### src/rtl/wb_trace_pkg.sv
// Record layout shared by the writeback trace FIFO and its storage.
// Packs {pc, ena, reg, value} into one REC_W-bit word, pc in the top bits.
package wb_trace_pkg;

    localparam int unsigned PC_W  = 32;
    localparam int unsigned REG_W = 5;
    localparam int unsigned VAL_W = 32;
    localparam int unsigned REC_W = PC_W + 1 + REG_W + VAL_W;

    localparam int unsigned VAL_LSB = 0;
    localparam int unsigned REG_LSB = VAL_LSB + VAL_W;
    localparam int unsigned ENA_LSB = REG_LSB + REG_W;
    localparam int unsigned PC_LSB  = ENA_LSB + 1;

    typedef struct packed {
        logic [PC_W-1:0]  pc;
        logic             ena;
        logic [REG_W-1:0] rd;
        logic [VAL_W-1:0] value;
    } wb_rec_t;

    function automatic logic [REC_W-1:0] rec_pack(wb_rec_t rec);
        logic [REC_W-1:0] word;
        word                     = '0;
        word[PC_LSB +: PC_W]     = rec.pc;
        word[ENA_LSB]            = rec.ena;
        word[REG_LSB +: REG_W]   = rec.rd;
        word[VAL_LSB +: VAL_W]   = rec.value;
        return word;
    endfunction

    function automatic wb_rec_t rec_unpack(logic [REC_W-1:0] word);
        wb_rec_t rec;
        rec.pc    = word[PC_LSB +: PC_W];
        rec.ena   = word[ENA_LSB];
        rec.rd    = word[REG_LSB +: REG_W];
        rec.value = word[VAL_LSB +: VAL_W];
        return rec;
    endfunction

endpackage

### src/rtl/wb_trace_ram.sv
// Trace record storage: DEPTH x WIDTH, one synchronous write port, one async read port.
// Storage carries no reset; emptiness is tracked by the FIFO pointers and count.
module wb_trace_ram
    import wb_trace_pkg::*;
#(
    parameter int unsigned DEPTH = 16,
    parameter int unsigned AW    = 4,
    parameter int unsigned WIDTH = REC_W
) (
    input  logic             clk_i,
    input  logic             we_i,
    input  logic [AW-1:0]    waddr_i,
    input  logic [WIDTH-1:0] wdata_i,
    input  logic [AW-1:0]    raddr_i,
    output logic [WIDTH-1:0] rdata_o
);

    logic [WIDTH-1:0] mem_q [DEPTH];

    always_ff @(posedge clk_i) begin
        if (we_i) begin
            mem_q[waddr_i] <= wdata_i;
        end
    end

    assign rdata_o = mem_q[raddr_i];

endmodule

### src/rtl/wb_trace_fifo.sv
// Writeback trace capture FIFO with first-word-fall-through drain and drop accounting.
// Define WB_TRACE_FILTER_EN to store only register-writing instructions (wb_ena, reg != x0).
module wb_trace_fifo
    import wb_trace_pkg::*;
#(
    parameter int unsigned DEPTH = 16,
    parameter int unsigned AW    = 4,
    parameter int unsigned DCW   = 16
) (
    input  logic              clk,
    input  logic              rst_n,
    input  logic              wb_have_inst,
    input  logic [PC_W-1:0]   wb_pc,
    input  logic              wb_ena,
    input  logic [REG_W-1:0]  wb_reg,
    input  logic [VAL_W-1:0]  wb_value,
    input  logic              clr_i,
    output logic              out_valid,
    input  logic              out_ready,
    output logic [PC_W-1:0]   out_pc,
    output logic              out_ena,
    output logic [REG_W-1:0]  out_reg,
    output logic [VAL_W-1:0]  out_value,
    output logic [AW:0]       count_o,
    output logic              overflow_o,
    output logic [DCW-1:0]    drop_cnt_o
);

    localparam logic [AW:0] FULL_CNT = (AW+1)'(DEPTH);
    localparam logic [AW:0] CNT_ONE  = (AW+1)'(1);
    localparam logic [AW-1:0] PTR_ONE = AW'(1);

    logic [AW-1:0]    wr_ptr_q, wr_ptr_d;
    logic [AW-1:0]    rd_ptr_q, rd_ptr_d;
    logic [AW:0]      count_q, count_d;
    logic             overflow_q, overflow_d;
    logic [DCW-1:0]   drop_cnt_q, drop_cnt_d;

    logic             capture;
    logic             full;
    logic             pop;
    logic             push_ok;
    logic             drop;
    logic [REC_W-1:0] wr_word;
    logic [REC_W-1:0] rd_word;
    wb_rec_t          wr_rec;
    wb_rec_t          head;

`ifdef WB_TRACE_FILTER_EN
    assign capture = wb_have_inst & wb_ena & (wb_reg != '0);
`else
    assign capture = wb_have_inst;
`endif

    assign out_valid = (count_q != '0);
    assign full      = (count_q == FULL_CNT);
    assign pop       = out_valid & out_ready;
    // A full FIFO still takes a record when the head leaves in the same cycle.
    assign push_ok   = capture & (~full | pop);
    assign drop      = capture & full & ~pop;

    always_comb begin
        wr_rec.pc    = wb_pc;
        wr_rec.ena   = wb_ena;
        wr_rec.rd    = wb_reg;
        wr_rec.value = wb_value;
        wr_word      = rec_pack(wr_rec);
    end

    always_comb begin
        wr_ptr_d   = wr_ptr_q;
        rd_ptr_d   = rd_ptr_q;
        count_d    = count_q;
        overflow_d = overflow_q;
        drop_cnt_d = drop_cnt_q;

        if (push_ok) begin
            wr_ptr_d = wr_ptr_q + PTR_ONE;
        end
        if (pop) begin
            rd_ptr_d = rd_ptr_q + PTR_ONE;
        end

        unique case ({push_ok, pop})
            2'b10:   count_d = count_q + CNT_ONE;
            2'b01:   count_d = count_q - CNT_ONE;
            default: count_d = count_q;
        endcase

        // Clear takes priority; a drop coinciding with clear is not recorded.
        if (clr_i) begin
            overflow_d = 1'b0;
            drop_cnt_d = '0;
        end else if (drop) begin
            overflow_d = 1'b1;
            if (drop_cnt_q != '1) begin
                drop_cnt_d = drop_cnt_q + DCW'(1);
            end
        end
    end

    always_ff @(posedge clk or negedge rst_n) begin
        if (!rst_n) begin
            wr_ptr_q   <= '0;
            rd_ptr_q   <= '0;
            count_q    <= '0;
            overflow_q <= 1'b0;
            drop_cnt_q <= '0;
        end else begin
            wr_ptr_q   <= wr_ptr_d;
            rd_ptr_q   <= rd_ptr_d;
            count_q    <= count_d;
            overflow_q <= overflow_d;
            drop_cnt_q <= drop_cnt_d;
        end
    end

    wb_trace_ram #(
        .DEPTH (DEPTH),
        .AW    (AW),
        .WIDTH (REC_W)
    ) u_ram (
        .clk_i   (clk),
        .we_i    (push_ok),
        .waddr_i (wr_ptr_q),
        .wdata_i (wr_word),
        .raddr_i (rd_ptr_q),
        .rdata_o (rd_word)
    );

    // Head fields are forced to zero while empty so reset and idle outputs are defined.
    always_comb begin
        head      = rec_unpack(rd_word);
        out_pc    = '0;
        out_ena   = 1'b0;
        out_reg   = '0;
        out_value = '0;
        if (out_valid) begin
            out_pc    = head.pc;
            out_ena   = head.ena;
            out_reg   = head.rd;
            out_value = head.value;
        end
    end

    assign count_o    = count_q;
    assign overflow_o = overflow_q;
    assign drop_cnt_o = drop_cnt_q;

endmodule

### config.mk
export PLATFORM = sky130hd
export DESIGN_NAME = wb_trace_fifo
export DESIGN_NICKNAME = d
export VERILOG_FILES = /design/src/rtl/wb_trace_pkg.sv /design/src/rtl/wb_trace_ram.sv /design/src/rtl/wb_trace_fifo.sv
export SDC_FILE = /design/constraint.sdc
export NUM_CORES = 1
export LEC_CHECK = 0
export CORE_UTILIZATION = 35
export CTS_CLUSTER_SIZE = 24
export DETAILED_ROUTE_END_ITERATION = 8
export HOLD_SLACK_MARGIN = 0.08
export PLACE_DENSITY_LB_ADDON = 0.25
export SETUP_SLACK_MARGIN = 0.02
export SYNTH_ARGS = -nofsm -noshare
export SYNTH_HDL_FRONTEND = slang
export SYNTH_SLANG_ARGS = --single-unit
### constraint.sdc
create_clock -name clk -period 9.64 [get_ports clk]
set_input_delay 0.964 -clock clk [delete_from_list [all_inputs] [get_ports clk]]
set_output_delay 0.964 -clock clk [all_outputs]
set_load 0.1 [all_outputs]
==> out/results.txt <==
Run status: finished clean
Top FF cell, synth: edfxtp_1
Largest cells by area after synthesis: edfxtp_1 (76%), mux4_2 (18%), dfrtp_1 (1.7%)
Sw power: 6.84 mW
DR WL/cell: 27.8 um
Register area share after synthesis: 0.775
VDD IR max: 246 uV
Syn Inst Count: 1,839
Yosys top cell area share: 0.758
Die width: 358 um
Final setup vio count: 0
Core ar.: 0.126 mm^2
Slew headroom: 0.177
DRT Pass-1 Iters: 5
Std-Cell Rows: 130
Max Fclk: 175 MHz
Clk network pwr share: 0.250
Max Slew Vio Count: 0
Static Leak: 16.1 nW
Overall Power: 17.8 mW
Via count: 19,886
Flop pwr share: 0.351
Cell area after layout: 0.0519 mm^2
Antenna-violating nets left: 0
Synth async-reset ratio: 0.0261
Synth cell count leaders: edfxtp_1 (1,120), mux4_2 (350), and2_1 (72)
HPWL after DPL: 55,500 um
Hold Vio Cnt, Final: 0
CP Data Required Time: 8.68 ns
Port bufs: 167
Post-CTS Setup Bufs: 0
First-pass GRT wire length: 154,000 um
TritonCTS clock tree: done
Pin count of the biggest net entering global routing: 139
Setup CP Type: register to output pin
Yosys warns: 0
CP max FO: 27
CTS max path bufs: 3
Layout fillers: 10,807
Yosys top cell by area: edfxtp_1
Final wirelength: 106,000 um
Tcrit/Tclk final: 0.592
Arrival time at the worst endpoint: 4.74 ns
Pwr per Cell Area: 344 mW/mm^2
Clk Latency, worst-skew pair: 0.72 ns
Count leader, synth: edfxtp_1
Die Span Y: 358 um
Starting Density: 0.353
Maxcap violations: 0
Crit. End Element: output pin
Sw Ratio: 0.383
Die area: 0.128 mm^2
Fin cells: 3,823
Class of the worst hold path: register to register
Layout cells sized above 1: 0.278
Placed Area: 0.0481 mm^2
Total GRT Usage: 0.168
Int Power: 11.0 mW
Critical Path Start Type: register
Slew @ Worst Pin: 1.23 ns
Setup Skew: 0.0275 ns
Post-synthesis register bit count: 1,150
Nets@finish: 2,152
Yosys cell types: 47
Post-synth EDFFs: 1,120
DRC Markers: 0
CTS buffer count: 116
Gate power share: 0.399
Utilization after layout: 0.413
Root Driver: clkbuf_16
Mean post-synth cell area: 24.1 um^2
Post-Synthesis Cell Area: 0.0444 mm^2
Synthesis-to-layout area growth: 16.9%
Grt ovf: 0
DRT iter0 DRCs: 1,725
I/O pin cnt: 168
Setup Total Neg Slack: 0 ns
Post-Place Cells: 3,601
Post-CTS Resized: 0
Setup repair after global routing missed its margin: no
CTS clk-pin slew, worst paths: 0.06 ns
Vias per cell: 5.20
H-tree Lvls: 3
Vias in the first global route: 21,561
Tmin final: 5.71 ns
# hold bufs at CTS: 0
Post-synth net total: 1,922
GPL Wtd Cong: 0.733
Antenna violations before repair: 8
Clk sink count: 1,150
-- worst max-delay path, stage by stage (launching register included) --
cell and delay (ns):
dfrtp_4 0.86, buf_4 0.66, buf_4 0.67, mux4_2 0.59
and2_1 0.23, clkdlybuf4s50_1 0.99
-- layout make-up --
| cell class | count | area, um^2 | share of cell area |
|---|---|---|---|
| Tap cell | 1650 | 2060 | 0.0398 |
| Inverter | 8 | 30.0 | 0.000579 |
| Sequential cell | 1150 | 34400 | 0.663 |
| Timing Repair Buffer | 207 | 2090 | 0.0404 |
| Antenna cell | 2 | 5.00 | 0.0000965 |
| Clock inverter | 85 | 783 | 0.0151 |
| Multi-Input combinational cell | 586 | 9490 | 0.183 |
| Clock buffer | 135 | 3020 | 0.0581 |
-- flip-flops by register name, indices dropped and copies added (netlist names) --
register and count:
count_o 5, wr_ptr_q 4, overflow_o 1, u_ram.mem_q 1120
rd_ptr_q 4, drop_cnt_o 16
-- placed cells by master (no fill, tap or decap), drive strengths merged, types with 3 or more instances in the layout --
cell	Yosys	layout
edfxtp	1120	1120
mux4	350	350
clkdlybuf4s50	0	166
clkbuf	44	135
and2	72	72
clkinv	0	64
buf	51	41
nor2	34	34
dfrtp	30	30
nand2	16	16
xnor2	11	11
bufinv	0	11
inv	8	11
nand3	10	10
nor3	10	10
o21ai	9	9
xor2	8	8
ha	8	8
nand4	7	7
clkinvlp	0	7
a21oi	6	6
nor2b	4	4
and3	4	4
mux2i	4	4
nand2b	3	3
o31ai	3	3
a211oi	3	3
nor4	3	3
-- layer usage --
metal  vias up  part of all wire  GRT usage
met3       134             0.045     0.0276
met2       489              0.52      0.289
met1     10923              0.42      0.222
li1       8332                 -          -
met5         -           0.00051          0
met4         8             0.017     0.0431
-- stage by stage --
stage / hold WS, ns / setup WS [ns]
final: 0.503 / 3.93
after global routing: 0.566 / 3.67
after CTS: 0.511 / 3.76
after detailed placement: 0.498 / 4.38
after global placement: 0.501 / 4.47
after floorplan: 0.562 / 2.32
-- power by group through the flow --
stage | registers [mW] | logic, mW | clock network [mW]
after floorplan | 6.31 | 5.45 | 0
after global routing | 6.32 | 7.46 | 4.76
after global placement | 6.36 | 7.26 | 0
after CTS | 6.28 | 7.28 | 4.58
final | 6.27 | 7.11 | 4.46
after detailed placement | 6.39 | 7.27 | 0
-- worst paths after layout --
path	from	depth (start not counted)	slack [ns]	endpoint
worst min-delay path	overflow_o	2	0.50	overflow_o
worst min register to register	overflow_o	2	0.50	overflow_o
worst max register to register	count_o[1]	5	5.65	u_ram.mem_q[8][31]
min in group asynchronous	rst_n	2	0.69	drop_cnt_o[3]
max in group asynchronous	rst_n	2	8.54	rd_ptr_q[0]
worst max-delay path	rd_ptr_q[1]	5	3.93	out_pc[2]
-- kinds of logic after synthesis --
logic type               after synthesis  share of synthesized area
multiplexers                         356                      0.179
flip-flops                          1150                      0.775
AND/OR/NAND/NOR                      171                     0.0213
buffers and inverters                103                     0.0141
AO/OA/AOI/OAI                         32                    0.00505
adder cells (fa/ha/maj)                8                    0.00225
XOR/XNOR                              19                    0.00375
(Power assumes the default switching activity.)
